===== src/rtl/tx_arb.sv =====
// tx_arb: two-port packet arbiter merging port A (packet generator / test
// traffic) and port B (loopback) onto one registered output stream.
//
// Ports:
//   clk, rst            single clock, synchronous active-high reset
//   cfg_prio_b          1 = B has strict priority, 0 = round-robin A/B
//   pause_on            1 = A is not granted a new packet (checked in IDLE only)
//   a_* / b_*           source ports: req, valid, sop, eop, data[31:0], mod[1:0],
//                       ready (output)
//   out_rdy             downstream enable; no beat is issued while it is 0
//   int_*_o             merged stream, 1-cycle registered copy of accepted beats
//   grant_o             one-hot owner: bit0 = A, bit1 = B, 00 when unowned
//   pkt_cnt_a/_b        completed-packet counters, wrap at all-ones
//   dbg_state_o         current FSM state (IDLE=0, XFER_A=1, XFER_B=2, GAP=3)
//
// Handshake: a beat moves from the owning port when its valid and ready are
// both 1 on a rising edge. ready is out_rdy gated by ownership, so it never
// depends on valid; valid may stay high indefinitely while ready is 0.
module tx_arb #(
  parameter int IPG_CYCLES = 3,
  parameter int CNT_W      = 16
) (
  input  logic             clk,
  input  logic             rst,
  input  logic             cfg_prio_b,
  input  logic             pause_on,
  input  logic             a_req,
  input  logic             a_valid,
  input  logic             a_sop,
  input  logic             a_eop,
  input  logic [31:0]      a_data,
  input  logic [1:0]       a_mod,
  output logic             a_ready,
  input  logic             b_req,
  input  logic             b_valid,
  input  logic             b_sop,
  input  logic             b_eop,
  input  logic [31:0]      b_data,
  input  logic [1:0]       b_mod,
  output logic             b_ready,
  input  logic             out_rdy,
  output logic             int_valid_o,
  output logic             int_sop_o,
  output logic             int_eop_o,
  output logic [31:0]      int_data_o,
  output logic [1:0]       int_mod_o,
  output logic [1:0]       grant_o,
  output logic [CNT_W-1:0] pkt_cnt_a,
  output logic [CNT_W-1:0] pkt_cnt_b,
  output logic [1:0]       dbg_state_o
);

  typedef enum logic [1:0] {
    IDLE   = 2'd0,
    XFER_A = 2'd1,
    XFER_B = 2'd2,
    GAP    = 2'd3
  } state_e;

  // Gap counter holds IPG_CYCLES-1 down to 0.
  localparam int GW = (IPG_CYCLES > 2) ? $clog2(IPG_CYCLES) : 1;
  localparam logic [GW-1:0] GAP_LOAD = (IPG_CYCLES > 0) ? GW'(IPG_CYCLES - 1) : '0;

  state_e            state_q;
  logic              last_b_q;
  logic [GW-1:0]     gap_q;
  logic              valid_q;
  logic              sop_q;
  logic              eop_q;
  logic [31:0]       data_q;
  logic [1:0]        mod_q;
  logic [CNT_W-1:0]  cnt_a_q;
  logic [CNT_W-1:0]  cnt_b_q;

  logic        a_elig;
  logic        b_elig;
  logic        pick_b;
  logic        xfer_a;
  logic        xfer_b;
  logic        xfer;
  logic        xfer_eop;
  logic        sel_sop;
  logic        sel_eop;
  logic [31:0] sel_data;
  logic [1:0]  sel_mod;

  always_comb begin
    a_elig = a_req & ~pause_on;
    b_elig = b_req;
    // B wins when it is the only candidate, when it has strict priority,
    // or on a round-robin tie when A was granted last.
    pick_b = b_elig & (~a_elig | cfg_prio_b | ~last_b_q);

    xfer_a   = (state_q == XFER_A) & a_valid & out_rdy;
    xfer_b   = (state_q == XFER_B) & b_valid & out_rdy;
    xfer     = xfer_a | xfer_b;
    xfer_eop = (xfer_a & a_eop) | (xfer_b & b_eop);

    sel_sop  = xfer_b ? b_sop  : a_sop;
    sel_eop  = xfer_b ? b_eop  : a_eop;
    sel_data = xfer_b ? b_data : a_data;
    sel_mod  = xfer_b ? b_mod  : a_mod;
  end

  always_ff @(posedge clk) begin
    if (rst) begin
      state_q  <= IDLE;
      last_b_q <= 1'b1;
      gap_q    <= '0;
      valid_q  <= 1'b0;
      sop_q    <= 1'b0;
      eop_q    <= 1'b0;
      data_q   <= '0;
      mod_q    <= '0;
      cnt_a_q  <= '0;
      cnt_b_q  <= '0;
    end else begin
      // Output register: qualifiers drop when nothing transfers, payload holds.
      valid_q <= xfer;
      sop_q   <= xfer & sel_sop;
      eop_q   <= xfer & sel_eop;
      if (xfer) begin
        data_q <= sel_data;
        mod_q  <= sel_mod;
      end

      case (state_q)
        IDLE: begin
          if (a_elig | b_elig) begin
            state_q  <= pick_b ? XFER_B : XFER_A;
            last_b_q <= pick_b;
          end
        end
        XFER_A, XFER_B: begin
          if (xfer_eop) begin
            if (xfer_a) cnt_a_q <= cnt_a_q + CNT_W'(1);
            else        cnt_b_q <= cnt_b_q + CNT_W'(1);
            if (IPG_CYCLES == 0) begin
              state_q <= IDLE;
            end else begin
              state_q <= GAP;
              gap_q   <= GAP_LOAD;
            end
          end
        end
        GAP: begin
          if (gap_q == '0) state_q <= IDLE;
          else             gap_q   <= gap_q - GW'(1);
        end
        default: state_q <= IDLE;
      endcase
    end
  end

  assign a_ready     = (state_q == XFER_A) & out_rdy;
  assign b_ready     = (state_q == XFER_B) & out_rdy;
  assign grant_o     = {state_q == XFER_B, state_q == XFER_A};
  assign int_valid_o = valid_q;
  assign int_sop_o   = sop_q;
  assign int_eop_o   = eop_q;
  assign int_data_o  = data_q;
  assign int_mod_o   = mod_q;
  assign pkt_cnt_a   = cnt_a_q;
  assign pkt_cnt_b   = cnt_b_q;
  assign dbg_state_o = state_q;

endmodule


===== config.mk =====
export PLATFORM = sky130hd
export DESIGN_NAME = tx_arb
export DESIGN_NICKNAME = d
export VERILOG_FILES = /design/src/rtl/tx_arb.sv
export SDC_FILE = /design/constraint.sdc
export NUM_CORES = 1
export LEC_CHECK = 0
export CAP_MARGIN = 20
export CORE_MARGIN = 2
export CORE_UTILIZATION = 50
export DETAILED_ROUTE_END_ITERATION = 7
export DONT_BUFFER_PORTS = 1
export PLACE_DENSITY = 0.63
export SKIP_CTS_REPAIR_TIMING = 1
export SLEW_MARGIN = 10
export SYNTH_ARGS = -nofsm -noshare
export SYNTH_HDL_FRONTEND = slang
export SYNTH_SLANG_ARGS = --single-unit

===== constraint.sdc =====
create_clock -name clk -period 3.4 [get_ports clk]
set_clock_uncertainty 0.05 [all_clocks]
set_input_delay 1.02 -clock clk [delete_from_list [all_inputs] [get_ports clk]]
set_output_delay 1.02 -clock clk [all_outputs]
set_load 0.02 [all_outputs]

==> out/results.tsv <==
stage	metric	value	unit
timing	slew_viol_final	0	
logic_synthesis	ys_async_sr_fraction	0	%
clock_network	cts-htree-levels	3	
logic_synthesis	synth_fp_nets	511	
die	die_w	86.8	um
logic_synthesis	synthFlopType	dfxtp_1	
logic_synthesis	syn-instance-count	422	
logic_synthesis	synth_area_leaders	dfxtp_1 (43%), a311oi_1 (8.7%), nand2_1 (8.5%)	
drt	drtAntennaViolNets	0	
drt	firstDrtPassIters	5	
placement	io_buffers	0	
power	ir_drop	263	uV
timing	max_slew_margin	64.1	%
global_routing	antenna_found_initial	0	
finish	diodes	0	
logic_synthesis	synth_top_cell_by_area	dfxtp_1	
die	die_h	86.8	um
timing	hold_viol_final	0	
job	maxCapViolations	0	
critical_path	startpoint_type	flop	
critical_path	worstPathCellList	inv_1 -> ha_1 -> and2_1	
logic_synthesis	yosysUniqueCellTypes	39	
placement	place_congestion	0.779	
finish	final_area	3700	sq um
logic_synthesis	synth.avg_cell_area	8.13	sq um
die	start_util	51.0	%
die	io_pins	156	
logic_synthesis	synth_most_common_cell	nand2_1	
drt	wl	8.34	mm
timing	min_period	2.73	ns
critical_path	cp_data_required_time	2.33	ns
logic_synthesis	syn_area	3430	sq um
critical_path	arrival	1.66	ns
logic_synthesis	synthTopCellsByCount	nand2_1 (78), dfxtp_1 (74), nor2_1 (51)	
finish	drive_gt1_share	6.76	%
timing	worst_slew_pin_slew	0.536	ns
logic_synthesis	ys_warn_count	0	
global_routing	grt-ovfl-total	0	
status	outcome	complete, no violations	
logic_synthesis	synth_edf_count	0	
critical_path	path_class	flop to primary output	
clock_network	clock_latency	0.33	ns
drt	drc	0	
global_routing	grt_use_total	21.6	%
die	num_rows	30	
critical_path	critPathSlowestCell	dfxtp_1	
die	core_area	6720	sq um
clock_network	clock-sinks	74	
critical_path	slowest_delay	0.54	ns
power	power_density	642	nW/um^2
power	p_leak	1.20	nW
drt	avgViaCountPerCell	6.01	
finish	final_net_count	498	
critical_path	end_kind	primary output	
critical_path	worstPathMaxFanout	5	
logic_synthesis	netlist.area_leader.share	43.2	%
drt	dr.first_iter.drc_count	127	
logic_synthesis	ys_seq_area_share	43.2	%
clock_network	cts_buffers	9	
min_path	hold_path_class	flop to flop	
clock_network	clk_pin_slew	0.08	ns
die	dieArea	7540	sq um
timing	rsz0062_at_grt	no	
clock_network	cts_tree	built	
global_routing	grt_pass1_wl	13.1	mm
finish	syn2layout_area_growth	8.03	%
timing	tns	0	ns
global_routing	grt_pass1_vias	2707	
timing	fin_crit_sh	80.2	%
clock_network	root_buffer	clkbuf_8	
placement	dpl_cell_area	3470	sq um
timing	fmax	0.367	GHz
logic_synthesis	ys_seq_elements	74	
clock_network	cts_buffer_depth	2	
global_routing	grt_max_degree	76	
drt	vias	2969	
drt	routedWlPerCell	16.9	um
timing	setup_viol	0	
placement	hpwl	5.83	mm
[critical path, delay by kind of cell, from the launching register on]
family                     cells  cell delay, ns
and+or+nand+nor                1            0.29
adders and majority gates      1            0.36
DFF                            1            0.54
buffers and inverters          1            0.14
[kinds of logic (layout without fill, tap and decap cells)]
kind of cell | count (synthesis) | in the layout | synth area share, %
XOR/XNOR | 14 | 14 | 3.58
AND/OR/NAND/NOR | 202 | 202 | 27.5
AO/OA/AOI/OAI | 82 | 82 | 17.6
flip-flops | 74 | 74 | 43.2
buffers and inverters | 40 | 32 | 4.56
adder cells (fa/ha/maj) | 8 | 8 | 2.92
multiplexers | 2 | 2 | 0.620
[cell usage in the layout, fill, tap and decap left out, types with 5 or more instances in the layout]
| cell | count |
|---|---|
| nor2_1 | 51 |
| o31ai_1 | 8 |
| a21oi_1 | 20 |
| and3_1 | 6 |
| nand3_1 | 13 |
| a311oi_1 | 34 |
| inv_1 | 11 |
| xnor2_1 | 7 |
| o21ai_0 | 9 |
| ha_1 | 8 |
| or4_1 | 8 |
| nand2_1 | 77 |
| xor2_1 | 7 |
| clkbuf_8 | 12 |
| nand4_1 | 12 |
| or3_1 | 11 |
| dfxtp_1 | 74 |
| nor4_1 | 5 |
[registers in the layout, indices dropped and copies added (netlist names)]
name         flops
int_data_o      32
pkt_cnt_a       16
pkt_cnt_b       16
dbg_state_o      2
gap_q            2
int_mod_o        2
int_eop_o        1
int_sop_o        1
int_valid_o      1
last_b_q         1
[where the power goes]
group / total (mW) / internal, mW / switching (mW)
Clock: 0.786 / 0.472 / 0.314
Sequential: 1.10 / 0.949 / 0.154
Combinational: 0.489 / 0.184 / 0.305
Total: 2.38 / 1.61 / 0.773
[final timing paths]
check	startpoint	end	slack, ns	cells past startpoint
min reg2reg	gap_q[1]	gap_q[1]	0.45	2
min	gap_q[1]	gap_q[1]	0.45	2
max	dbg_state_o[0]	b_ready	0.67	3
max reg2reg	dbg_state_o[0]	int_data_o[5]	0.83	7
[layer usage]
| metal | part of all wire (%) | track usage [%] |
|---|---|---|
| met3 | 8.0 | 6.19 |
| met2 | 49 | 34.8 |
| met1 | 42 | 27.6 |
| met5 | 0 | 0 |
| met4 | 1.0 | 7.39 |
[area by class of cell]
class	instances	area, sq um
Clock buffer	12	165
Tap cell	80	100
Multi-Input combinational cell	308	1790
Sequential cell	74	1480
Timing Repair Buffer	5	50.0
Fill cell	615	3010
Inverter	11	41.3
Clock inverter	4	72.6
[metrics by stage]
stage | hold slack [ns] | power [mW] | std cells | worst slack [ns] | utilization (%)
2_1_floorplan | 0.428 | 1.50 | 422 | 0.925 | -
3_3_place_gp | 0.438 | 1.60 | 478 | 0.947 | 51.6
3_5_place_dp | 0.444 | 1.61 | 478 | 0.835 | 51.6
4_1_cts | 0.454 | 2.40 | 494 | 0.653 | 55.1
5_1_grt | 0.494 | 2.50 | 494 | 0.632 | 55.1
6_report | 0.452 | 2.38 | 494 | 0.673 | 55.1
Note: power is estimated with default switching activity, not from simulation.
